File: src/rtl/hazard_pkg.sv
// rtl/hazard_pkg.sv - forwarding select encodings, register-zero and shared hazard helpers for hazard_ctrl
package hazard_pkg;

    typedef enum logic [1:0] {
        FWD_RF  = 2'b00,
        FWD_WB  = 2'b01,
        FWD_MEM = 2'b10
    } fwd_e;

    localparam logic [4:0] REG_ZERO      = 5'd0;
    localparam int         MD_CYCLES_DEF = 32;

    // A producer matches a consumer only if it really writes a non-zero register.
    function automatic logic reg_hit(input logic [4:0] src,
                                     input logic [4:0] dst,
                                     input logic       we);
        return we && (dst != REG_ZERO) && (dst == src);
    endfunction

    // M wins over W: it holds the younger value of the register.
    function automatic fwd_e fwd_select(input logic [4:0] src,
                                        input logic [4:0] wa_m,
                                        input logic       we_m,
                                        input logic [4:0] wa_w,
                                        input logic       we_w);
        if (reg_hit(src, wa_m, we_m)) begin
            return FWD_MEM;
        end else if (reg_hit(src, wa_w, we_w)) begin
            return FWD_WB;
        end
        return FWD_RF;
    endfunction

endpackage

File: src/rtl/hazard_ctrl_md_busy_timer.sv
// rtl/hazard_ctrl_md_busy_timer.sv - loadable down-counter tracking how long mult/div still owns HI/LO
module md_busy_timer #(
    parameter int MD_CYCLES = 32,
    parameter int CNT_W     = 6
) (
    input  logic clk,
    input  logic rst,
    input  logic start,
    output logic busy
);

    localparam logic [CNT_W-1:0] LOAD_VAL = CNT_W'(MD_CYCLES - 1);
    localparam logic [CNT_W-1:0] ONE      = CNT_W'(1);

    logic [CNT_W-1:0] cnt;

    // A new start restarts the count even when an operation is still running.
    always_ff @(posedge clk or posedge rst) begin
        if (rst) begin
            cnt <= '0;
        end else if (start) begin
            cnt <= LOAD_VAL;
        end else if (busy) begin
            cnt <= cnt - ONE;
        end
    end

    assign busy = (cnt != '0);

endmodule

File: src/rtl/hazard_ctrl.sv
// rtl/hazard_ctrl.sv - MIPS32 pipeline hazard/forwarding control; optional perf counters under HAZARD_PERF_EN
module hazard_ctrl
    import hazard_pkg::*;
#(
    parameter int MD_CYCLES = MD_CYCLES_DEF,
    parameter int CNT_W     = 6
) (
    input  logic        clk,
    input  logic        rst,
    input  logic [4:0]  rs_d,
    input  logic [4:0]  rt_d,
    input  logic [4:0]  rs_e,
    input  logic [4:0]  rt_e,
    input  logic [4:0]  wa_e,
    input  logic [4:0]  wa_m,
    input  logic [4:0]  wa_w,
    input  logic        we_e,
    input  logic        we_m,
    input  logic        we_w,
    input  logic        memtoreg_e,
    input  logic        memtoreg_m,
    input  logic        branch_d,
    input  logic        pcsrc_d,
    input  logic        md_start_e,
    input  logic        md_use_d,
    output logic        en_f,
    output logic        en_d,
    output logic        en_e,
    output logic        en_m,
    output logic        clr_d,
    output logic        clr_e,
    output logic        fwd_a_d,
    output logic        fwd_b_d,
    output logic [1:0]  fwd_a_e,
    output logic [1:0]  fwd_b_e,
    output logic        md_busy
`ifdef HAZARD_PERF_EN
    ,
    output logic [31:0] perf_stall,
    output logic [31:0] perf_flush
`endif
);

    logic lwstall;
    logic brstall;
    logic mdstall;
    logic stall;

    md_busy_timer #(
        .MD_CYCLES (MD_CYCLES),
        .CNT_W     (CNT_W)
    ) u_md_timer (
        .clk   (clk),
        .rst   (rst),
        .start (md_start_e),
        .busy  (md_busy)
    );

    always_comb begin
        fwd_a_e = fwd_select(rs_e, wa_m, we_m, wa_w, we_w);
        fwd_b_e = fwd_select(rt_e, wa_m, we_m, wa_w, we_w);
        fwd_a_d = reg_hit(rs_d, wa_m, we_m);
        fwd_b_d = reg_hit(rt_d, wa_m, we_m);
    end

    // Branch compare in D needs E results and M load data that cannot be forwarded yet.
    always_comb begin
        lwstall = memtoreg_e && (reg_hit(rs_d, wa_e, we_e) || reg_hit(rt_d, wa_e, we_e));
        brstall = branch_d &&
                  (reg_hit(rs_d, wa_e, we_e) || reg_hit(rt_d, wa_e, we_e) ||
                   reg_hit(rs_d, wa_m, memtoreg_m) || reg_hit(rt_d, wa_m, memtoreg_m));
        mdstall = md_use_d && (md_busy || md_start_e);
        stall   = lwstall || brstall || mdstall;
    end

    // Redirect only once the branch operands are valid, so a stall suppresses the flush.
    always_comb begin
        en_f  = !stall;
        en_d  = !stall;
        en_e  = 1'b1;
        en_m  = 1'b1;
        clr_e = stall;
        clr_d = pcsrc_d && !stall;
    end

`ifdef HAZARD_PERF_EN
    always_ff @(posedge clk or posedge rst) begin
        if (rst) begin
            perf_stall <= '0;
            perf_flush <= '0;
        end else begin
            if (stall && (perf_stall != 32'hFFFF_FFFF)) begin
                perf_stall <= perf_stall + 32'd1;
            end
            if (clr_d && (perf_flush != 32'hFFFF_FFFF)) begin
                perf_flush <= perf_flush + 32'd1;
            end
        end
    end
`endif

endmodule

File: config.mk
export PLATFORM = sky130hd
export DESIGN_NAME = hazard_ctrl
export DESIGN_NICKNAME = d
export VERILOG_FILES = /design/src/rtl/hazard_pkg.sv /design/src/rtl/hazard_ctrl_md_busy_timer.sv /design/src/rtl/hazard_ctrl.sv
export SDC_FILE = /design/constraint.sdc
export NUM_CORES = 1
export LEC_CHECK = 0
export ABC_AREA = 1
export BUFFER_PORTS_ARGS = -buffer_cell sky130_fd_sc_hd__buf_2
export CAP_MARGIN = 15
export CORE_UTILIZATION = 30
export CTS_CLUSTER_SIZE = 16
export DETAILED_ROUTE_END_ITERATION = 16
export PLACE_DENSITY_LB_ADDON = 0.25
export SYNTH_ARGS = -nofsm -noshare
export SYNTH_HDL_FRONTEND = slang
export SYNTH_HIERARCHICAL = 1
export SYNTH_SLANG_ARGS = --single-unit
export TNS_END_PERCENT = 100
File: constraint.sdc
create_clock -name clk -period 1.3 [get_ports clk]
set_input_delay 0.13 -clock clk [delete_from_list [all_inputs] [get_ports clk]]
set_output_delay 0.13 -clock clk [all_outputs]
set_load 0.01 [all_outputs]
==> impl_metrics.py <==
metrics = {
    "clock_tree": {
        "clock_latency_ns": 0.22,
        "numCtsBuffers": 3,
        "clkSinkCount": 6,
        "clk_pin_slew_worst_paths_ns": 0.04,
        "h-tree-depth": 1,
        "clock_path_buffers": 2,
        "root_buffer": "clkbuf_8",
        "cts_tree": "done",
    },
    "final_layout": {
        "drive_above_1_share": 0.337,
        "area_growth_pct": 40.2,
        "mostFrequentLayoutCells": "nand2_1 (66), buf_2 (54), nor2_1 (24), inv_1 (22), xnor2_1 (14)",
        "largestRegisters": "u_md_timer/cnt x6",
        "antennaDiodeCount": 0,
        "layout_commonest_cell": "nand2_1",
        "fin_cells": 301,
        "fin_nets": 305,
        "regMostFlops": "u_md_timer/cnt",
        "multiInputGateArea_um2": 847,
        "fill_cells": 375,
        "fin_area_mm2": 0.00157,
        "seq_area_um2": 151,
        "largest_reg_flops": 6,
    },
    "drt": {
        "drtIter0Drc": 47,
        "final_antenna_net_count": 0,
        "routed_wl_um": 2950,
        "wire_per_inst_um": 9.81,
        "dr.pass1.iters": 4,
        "drc_errors": 0,
        "via_per_inst": 4.24,
        "vias": 1277,
    },
    "global_route": {
        "top_usage_layer": "met2",
        "grt_pass1_vias": 1157,
        "grt_pass1_wl_um": 4820,
        "grt_util_met1": 0.181,
        "antenna_found_initial": 0,
        "grt_max_degree": 8,
        "track_usage": 0.151,
        "grtUsageMet2": 0.277,
        "grt.overflow.total": 0,
        "grt_use_met3": 0.0255,
    },
    "placement": {
        "routabilityCongestion": 0.839,
        "place_area_mm2": 0.00145,
        "dp.final_hpwl_um": 2470,
        "dp_cells": 293,
        "port_buffers": 56,
    },
    "die": {
        "die_h_um": 63.0,
        "start_util": 0.324,
        "ios": 59,
        "core_mm2": 0.00344,
        "dieWidth_um": 63.0,
        "rows": 21,
        "dieArea_mm2": 0.00397,
    },
    "yosys": {
        "synth_compound_area_frac": 0.0202,
        "ys.flop_type": "dfrtp_1",
        "syn_inst": 193,
        "yosysWarnings": 6,
        "synth_top_family_by_area": "simple AND/OR/NAND/NOR gates",
        "yosys-mux-area-fraction": 0,
        "yosys-top-cells-area": "nand2_1 (23%), dfrtp_1 (13%), xnor2_1 (11%)",
        "ys_types": 24,
        "synth_xor_area_frac": 0.204,
        "synth.avg_cell_area_um2": 5.78,
        "synth-simple-area-share": 0.473,
        "ys_seq_elements": 6,
        "synth_edf_count": 0,
        "synthArstFlopShare": 1.00,
        "yosysTopAreaCell": "nand2_1",
        "yosys.area_share.adder": 0.0224,
        "synth_top_area_frac": 0.225,
        "ys_seq_area_frac": 0.135,
        "syn_area_mm2": 0.00112,
    },
    "timing": {
        "fmax_ghz": 0.697,
        "hold_viol": 0,
        "drv_slew": 0,
        "setup-violations-final": 5,
        "fin_ws_ns": -0.134,
        "skew_ns": 0.00141,
        "whs_ns": 0.229,
        "final.min_clock_period_ns": 1.43,
        "grt_setup_unrepaired": "yes",
        "finalCritPeriodShare": 1.10,
    },
    "hold_path": {
        "hold_class": "in -> reg",
    },
    "worst_setup_path": {
        "crit_fanout": 3,
        "arrival_ns": 1.30,
        "slowest_stage": "dfrtp_1",
        "cp_data_required_time_ns": 1.17,
        "cpPeakStageDelay_ns": 0.38,
        "critPathCaptureType": "primary output",
        "crit_type": "reg -> out",
        "start_kind": "flop",
        "path_delay_family": "flip-flops",
        "crit_buf_inv": 2,
        "cp_cell_sequence": "inv_2, ha_4, nand3_4, o21ai_2, nand2_2, nor2_1, buf_2",
    },
    "power": {
        "irDropWorstVdd_mv": 0.266,
        "power_mw": 1.13,
        "powerDensity_mw_per_mm2": 724,
        "cellLeakagePower_nw": 0.894,
    },
    "status": {
        "violations": "setup timing",
        "outcome": "finished, violations left",
    },
    "job": {
        "drv_cap": 0,
    },
}
-- what timing repair did --
action | in CTS | in global routing
pin swaps | 1 | 1
setup endpoints to repair | 5 | 8
endpoints found under the hold margin | 6 | 0
buffers inserted | 2 | 2
hold buffers | 1 | 0
gates resized for setup | 2 | 4
-- worst reg2reg max path, delay by kind of cell (launching register included) --
kind / cells / cell delay [ns]
adders and majority gates: 1 / 0.23
xor gates and xnor gates: 1 / 0.15
buffers and inverters: 2 / 0.19
AOI/OAI and AO/OA: 1 / 0.17
DFF: 1 / 0.35
-- path summary, 6_finish.rpt --
path	slack (ns)	endpoint	cells past startpoint	start
worst max-delay path	-0.13	clr_d	7	u_md_timer/cnt[1]
worst min-delay path	0.23	u_md_timer/cnt[4]	3	md_start_e
worst max register to register	0.09	u_md_timer/cnt[2]	5	u_md_timer/cnt[0]
worst min register to register	0.49	u_md_timer/cnt[0]	2	u_md_timer/cnt[0]
max in group asynchronous	0.68	u_md_timer/cnt[3]	3	rst
min in group asynchronous	0.40	u_md_timer/cnt[5]	3	rst
-- routing by layer --
metal | routed length [um] | part of all wire | up-vias
met5 | 0 | 0 | -
met2 | 1520 | 0.52 | 36
met3 | 121 | 0.041 | 0
met1 | 1310 | 0.44 | 540
met4 | 0 | 0 | 0
li1 | - | - | 701
-- Yosys cell counts, drive strengths merged, types with 2 or more instances --
cell type and instances:
ha 2, dfrtp 6, buf 7, xor2 12
o21ai 3, nand3 13, nor3 3, xnor2 14
nand4 3, nor2 28, inv 28, nand2 68
nor4 2
-- where the power goes --
group          switching [mW]  leakage (nW)  total, mW  internal (mW)
sequential             0.0371        0.0618      0.264          0.227
clock                  0.0781        0.0216      0.277          0.199
combinational           0.307         0.811      0.593          0.285
-- through the flow --
| step | TNS [ns] | setup WS (ns) | utilization |
|---|---|---|---|
| detailed placement | 0 | 0.000253 | 0.421 |
| CTS | -0.510 | -0.153 | 0.444 |
| global placement | -0.0204 | -0.0103 | 0.421 |
| global route | -0.709 | -0.197 | 0.455 |
| finish | -0.439 | -0.134 | 0.455 |
| floorplan | 0 | 0.00172 | - |
-- cells by family (layout without fill, tap and decap cells) --
logic type               after synthesis  in the layout
adder cells (fa/ha/maj)                2              2
AND/OR/NAND/NOR                      119            119
buffers and inverters                 35             96
AO/OA/AOI/OAI                          4              4
XOR/XNOR                              26             26
flip-flops                             6              6
other                                  1              2
-- layout make-up --
cell class	instances	share of cell area
multi-input cells	153	0.541
clock buffers	3	0.0264
well taps	46	0.0368
flip-flops and latches	6	0.0967
inverters	28	0.0671
repair buffers	65	0.232
(Power assumes the default switching activity.)
